**src/rtl/move_scheduler.sv**
```systemverilog
// move_scheduler: game-tick controller for the snake move flag.
//
// Divides clk into programmable move ticks. Each tick raises a sticky move
// request toward the CPU and commits one buffered keypad direction. Direction
// presses are filtered: repeats and reversals are rejected. Accepted presses go
// into a 2-entry queue. Ticks that arrive while the previous move is still
// unacknowledged are counted in a saturating counter.
//
// Ports:
//   clk, clr           clock; asynchronous active-high reset
//   en                 run enable (0 freezes counter, flag and queue pop)
//   period_we/din      load a new tick period (values below 2 clamp to 2)
//   key_valid/key_dir  one-cycle direction press (00 up, 01 right, 10 down, 11 left)
//   ack                CPU consumed the current move
//   move               sticky move request
//   dir                direction committed for the current move
//   missed             saturating count of ticks arriving while move=1
//   period             current period register
//
// Handshake: move is a sticky request. A tick sets it. An ack clears it on the
// next edge. If a tick and an ack fall in the same cycle, the tick wins and move
// stays high. A tick that finds move still high, with no ack that cycle, counts
// as missed.
module move_scheduler #(
  parameter int CNT_W      = 26,
  parameter int DEF_PERIOD = 25000000,
  parameter int MISS_W     = 4
) (
  input  logic              clk,
  input  logic              clr,
  input  logic              en,
  input  logic              period_we,
  input  logic [CNT_W-1:0]  period_din,
  input  logic              key_valid,
  input  logic [1:0]        key_dir,
  input  logic              ack,
  output logic              move,
  output logic [1:0]        dir,
  output logic [MISS_W-1:0] missed,
  output logic [CNT_W-1:0]  period
);

  localparam logic [CNT_W-1:0] DEF_P = CNT_W'(DEF_PERIOD);

  logic [CNT_W-1:0] counter;
  logic [1:0]       q0;      // head
  logic [1:0]       q1;      // second entry, valid only when q_cnt==2
  logic [1:0]       q_cnt;

  logic       tick;
  logic       pop;
  logic       push;
  logic [1:0] ref_dir;

  // A period load takes priority over the tick and restarts the count.
  assign tick = en & ~period_we & (counter == period - CNT_W'(1));
  assign pop  = tick & (q_cnt != 2'd0);

  // The filter compares against the newest pending direction. That is the
  // pre-pop tail, or the committed dir when nothing is queued.
  always_comb begin
    ref_dir = dir;
    if (q_cnt == 2'd1) ref_dir = q0;
    else if (q_cnt == 2'd2) ref_dir = q1;
  end

  // A full queue can still accept a press on a tick cycle, because the pop
  // frees a slot in the same cycle.
  assign push = key_valid & (key_dir != ref_dir) & (key_dir != (ref_dir ^ 2'b10))
              & ((q_cnt != 2'd2) | tick);

  always_ff @(posedge clk or posedge clr) begin
    if (clr) begin
      counter <= '0;
      period  <= DEF_P;
      move    <= 1'b0;
      dir     <= 2'b01;
      missed  <= '0;
      q0      <= 2'b00;
      q1      <= 2'b00;
      q_cnt   <= 2'd0;
    end else begin
      // Period register and tick counter.
      if (period_we) begin
        period  <= (period_din < CNT_W'(2)) ? CNT_W'(2) : period_din;
        counter <= '0;
      end else if (en) begin
        counter <= tick ? '0 : counter + CNT_W'(1);
      end

      // Move flag and missed-tick counter.
      if (tick) begin
        move <= 1'b1;
        if (move && !ack && !(&missed)) missed <= missed + MISS_W'(1);
      end else if (ack) begin
        move <= 1'b0;
      end

      // Commit the head on a tick.
      if (pop) dir <= q0;

      // Queue update. A push into an empty queue is never committed in the
      // same tick cycle, because pop needs a non-empty queue before the edge.
      case ({pop, push})
        2'b10: begin
          q0    <= q1;
          q_cnt <= q_cnt - 2'd1;
        end
        2'b01: begin
          if (q_cnt == 2'd0) q0 <= key_dir;
          else               q1 <= key_dir;
          q_cnt <= q_cnt + 2'd1;
        end
        2'b11: begin
          if (q_cnt == 2'd1) begin
            q0 <= key_dir;
          end else begin
            q0 <= q1;
            q1 <= key_dir;
          end
        end
        default: ;
      endcase
    end
  end

endmodule
```
**config.mk**
```make
export PLATFORM = sky130hd
export DESIGN_NAME = move_scheduler
export DESIGN_NICKNAME = d
export VERILOG_FILES = /design/src/rtl/move_scheduler.sv
export SDC_FILE = /design/constraint.sdc
export NUM_CORES = 1
export LEC_CHECK = 0
export BUFFER_PORTS_ARGS = -buffer_cell sky130_fd_sc_hd__buf_2
export CORE_MARGIN = 1
export CORE_UTILIZATION = 39
export CTS_BUF_LIST = sky130_fd_sc_hd__clkbuf_2 sky130_fd_sc_hd__clkbuf_4 sky130_fd_sc_hd__clkbuf_8
export DETAILED_ROUTE_END_ITERATION = 10
export PLACE_DENSITY = 0.6
export SLEW_MARGIN = 20
export SYNTH_ARGS = -nofsm -noshare
export SYNTH_HDL_FRONTEND = slang
export SYNTH_SLANG_ARGS = --single-unit
```
**constraint.sdc**
```tcl
create_clock -name clk -period 4.4 [get_ports clk]
set_input_delay 0.44 -clock clk [delete_from_list [all_inputs] [get_ports clk]]
set_output_delay 0.44 -clock clk [all_outputs]
set_load 0.01 [all_outputs]
```
==> impl_results.md <==
- Fmax: 241.6 MHz
- YS warnings: 0
- Startpoint Class: flop
- Predominant post-synthesis flop cell: dfrtp_1
- Wire per inst: 16.49 um
- Die ar.: 0.01122 mm2
- Yosys top cell area share: 30.90%
- CP arrival: 4.38 ns
- CP delay by family, top: simple AND/OR/NAND/NOR gates
- Worst-Skew Late Latency: 0.37 ns
- Worst path depth: 17
- Minimum clock period: 4.138 ns
- Initial core utilization: 40.43%
- Setup crit end kind: flop
- Maximum vdd ir drop: 0.1928 mV
- Worst hold path type: input port to async pin
- Top cells by area, synth: dfrtp_1 (31%), dfstp_2 (8.1%), mux2_2 (7.5%), xor2_1 (6.4%), xnor2_1 (5.6%)
- CP cell instances: inv_1 > ha_4 > nor4b_4 > nand4_4 > or4_4 > a21oi_1 > nand4_1 > nor4_4 > nand2_2 > or2_2 > ha_1 > a21o_1 > a22oi_1 > nor2_1 > mux2_2 > a32oi_1 > o21ai_0
- Num CTS Buffers: 9
- Initial antenna violation count: 0
- Final wirelength: 10.70 mm
- # diodes: 0
- Pwr/cell area: 336.5 mW/mm2
- Num rows: 37
- Slowest stage delay, CP: 0.55 ns
- Gr ovfl total: 0
- Synth area leader: dfrtp_1
- Outcome: finished clean
- # setup viols final: 0
- Vias in the first global route: 3434
- Yosys reg bits: 65
- Slew Limit Fails: 0
- Clk_skew: 0.01332 ns
- Seq/Total Area, Yosys: 39.01%
- DRT iter0 DRCs: 121
- Die width: 105.9 um
- Area delta synth->final: 19.01%
- Max H-tree Level: 3
- Inst Count DP: 630
- Hpwl dp: 7.855 mm
- Drc violations: 0
- Port bufs: 66
- Dpl cell area: 0.004716 mm2
- Ys async rst share: 100.0%
- Finished Layout Cells: 649
- WP buf/inv: 1
- Setup TNS: 0 ns
- Hold Fails Final Rpt: 0
- Final period util: 94.05%
- Type of the worst setup path: flop to flop
- R2r endpoint: q0[0]
- Worst-Margin Slew: 0.8409 ns
- Routed Antenna Nets: 0
- Leakage: 2.169 nW
- Gate Count Post-Synth: 434
- Avg Cell Area, Syn: 9.704 um2
- Vias per cell: 5.552
- Placer Congestion: 0.8531
- Pin count of the biggest net entering global routing: 66
- Share of layout cells above drive strength 1: 30.99%
- Reg2reg setup slack: 0.26 ns
- DR vias: 3603
- CTS tree: built
- Reg clk slew, reported paths: 0.08 ns
- Total power: 1.687 mW
- Root buf cell: clkbuf_8
- CP Data Required Time: 4.65 ns
- Final #Nets: 551
- GRT Resource Usage Total: 20.38%
- Finished Cell Area: 0.005012 mm2
- Post-Synthesis Cell Area: 0.004212 mm2
- MaxCap Viol Count: 0
- Maximum root-to-sink buffer count: 2
- Slowest-stage cell, CP: or4_4
- Post-Syn Nets: 477
- Io pins: 67
- Normalized max-slew margin: 43.94%
- Hold slack final: 0.3085 ns
- Path depth of the worst reg2reg path: 17
- Total core area: 0.01042 mm2
- Worst-path fanout max: 6
- Post-synthesis cell type count: 63
- DIE HEIGHT: 105.9 um
- Global-route wire length before repair: 17.69 mm
- Clock sinks: 65
- 1st-pass router iterations: 5
- EDFF count, synth: 0
- Worst r2r src: period[1]
## state kept, by name, indices dropped and copies added, names as in the netlist
register	flops
missed	4
move	1
q0	2
counter	26
dir	2
period	26
q_cnt	2
q1	2
## Yosys cell counts (4+ instances only)
master,count
nor2_1,55
dfrtp_1,52
xor2_1,31
mux2_2,28
xnor2_1,27
nand2_1,26
nand3_1,17
nand4_1,15
dfstp_2,13
nor4_1,12
nor3_1,11
clkbuf_1,10
ha_1,9
inv_1,9
nand2b_1,7
nor2b_1,7
a21oi_1,6
nand3b_1,6
o21ai_0,6
o31ai_1,6
a21o_1,5
and2_1,4
and3_1,4
## through the flow
| step | utilization, % | setup WS (ns) |
|---|---|---|
| 6_report | 48.12 | 0.2617 |
| 5_1_grt | 48.12 | -0.01963 |
| 4_1_cts | 47.21 | 0.1127 |
| 2_1_floorplan | - | 0.4070 |
| 3_3_place_gp | 45.27 | 0.1340 |
| 3_5_place_dp | 45.27 | 0.001551 |
## tightest hold or removal path, cell delays in order
cell,delay (ns)
buf_2,0.10
inv_2,0.03
buf_4,0.63
## repair_timing
action | 4_1_cts | 5_1_grt
buffers inserted | 0 | 3
endpoints found under the hold margin | 0 | 0
setup endpoints to repair | 1 | 2
pin swaps | 0 | 4
hold buffers | 0 | 0
gates resized for setup | 1 | 13
## worst max path at each step
stage | end | startpoint
2_1_floorplan | q0[0] | period[0]
3_3_place_gp | q0[1] | period[4]
3_5_place_dp | q0[0] | period[1]
4_1_cts | q0[0] | period[1]
5_1_grt | q0[0] | period[1]
6_report | q0[0] | period[1]
## routing by layer
metal	global-route usage (%)	wire length, um	up-vias
met3	4.169	482	22
met5	0	0	-
met1	26.86	4966	1778
met2	32.45	5020	91
li1	-	-	1712
met4	8.730	232	0
## cell type report
type                       count  area, um2
tap                          136      170.2
timing repair buffer          79      427.9
multi-input combinational    344       2541
clock inverter                 6      57.56
inverter                       9      33.78
sequential                    65       1644
clock buffer                  10      137.6
fill                         999       5404
## power by group
group	total (mW)	switching, mW	internal [mW]	leakage (nW)
Sequential	0.736	0.0748	0.661	0.818
Combinational	0.432	0.233	0.199	1.25
Clock	0.519	0.246	0.273	0.102
Total	1.69	0.554	1.13	2.17
## cells in the final DEF (no fill, tap or decap), drive strengths merged, types with 3 or more instances in the layout
cell and instances:
nor2b 7, a22oi 3, nor3 13, buf 79, and3 4, xor2 31
and2 4, a21o 5, nor4 15, inv 9, clkbuf 10, nand2 27
clkinv 4, a21oi 6, nor4b 3, nand4 16, dfrtp 52, xnor2 27
o31ai 6, o21ai 6, ha 9, nand3b 6, mux2 32, nor2 55
dfstp 13, and4 3, mux2i 3, nand3 17, or4 3, nand2b 7
## logic make-up after synthesis
kind of cell	after synthesis	share of synthesized area, %
simple gates	190	25.25
fa+ha+maj	9	2.674
mux	35	9.447
buf+inv	25	2.496
compound gates	52	9.062
xor+xnor	58	12.06
flops	65	39.01
Note: power is estimated with default switching activity, not from simulation.
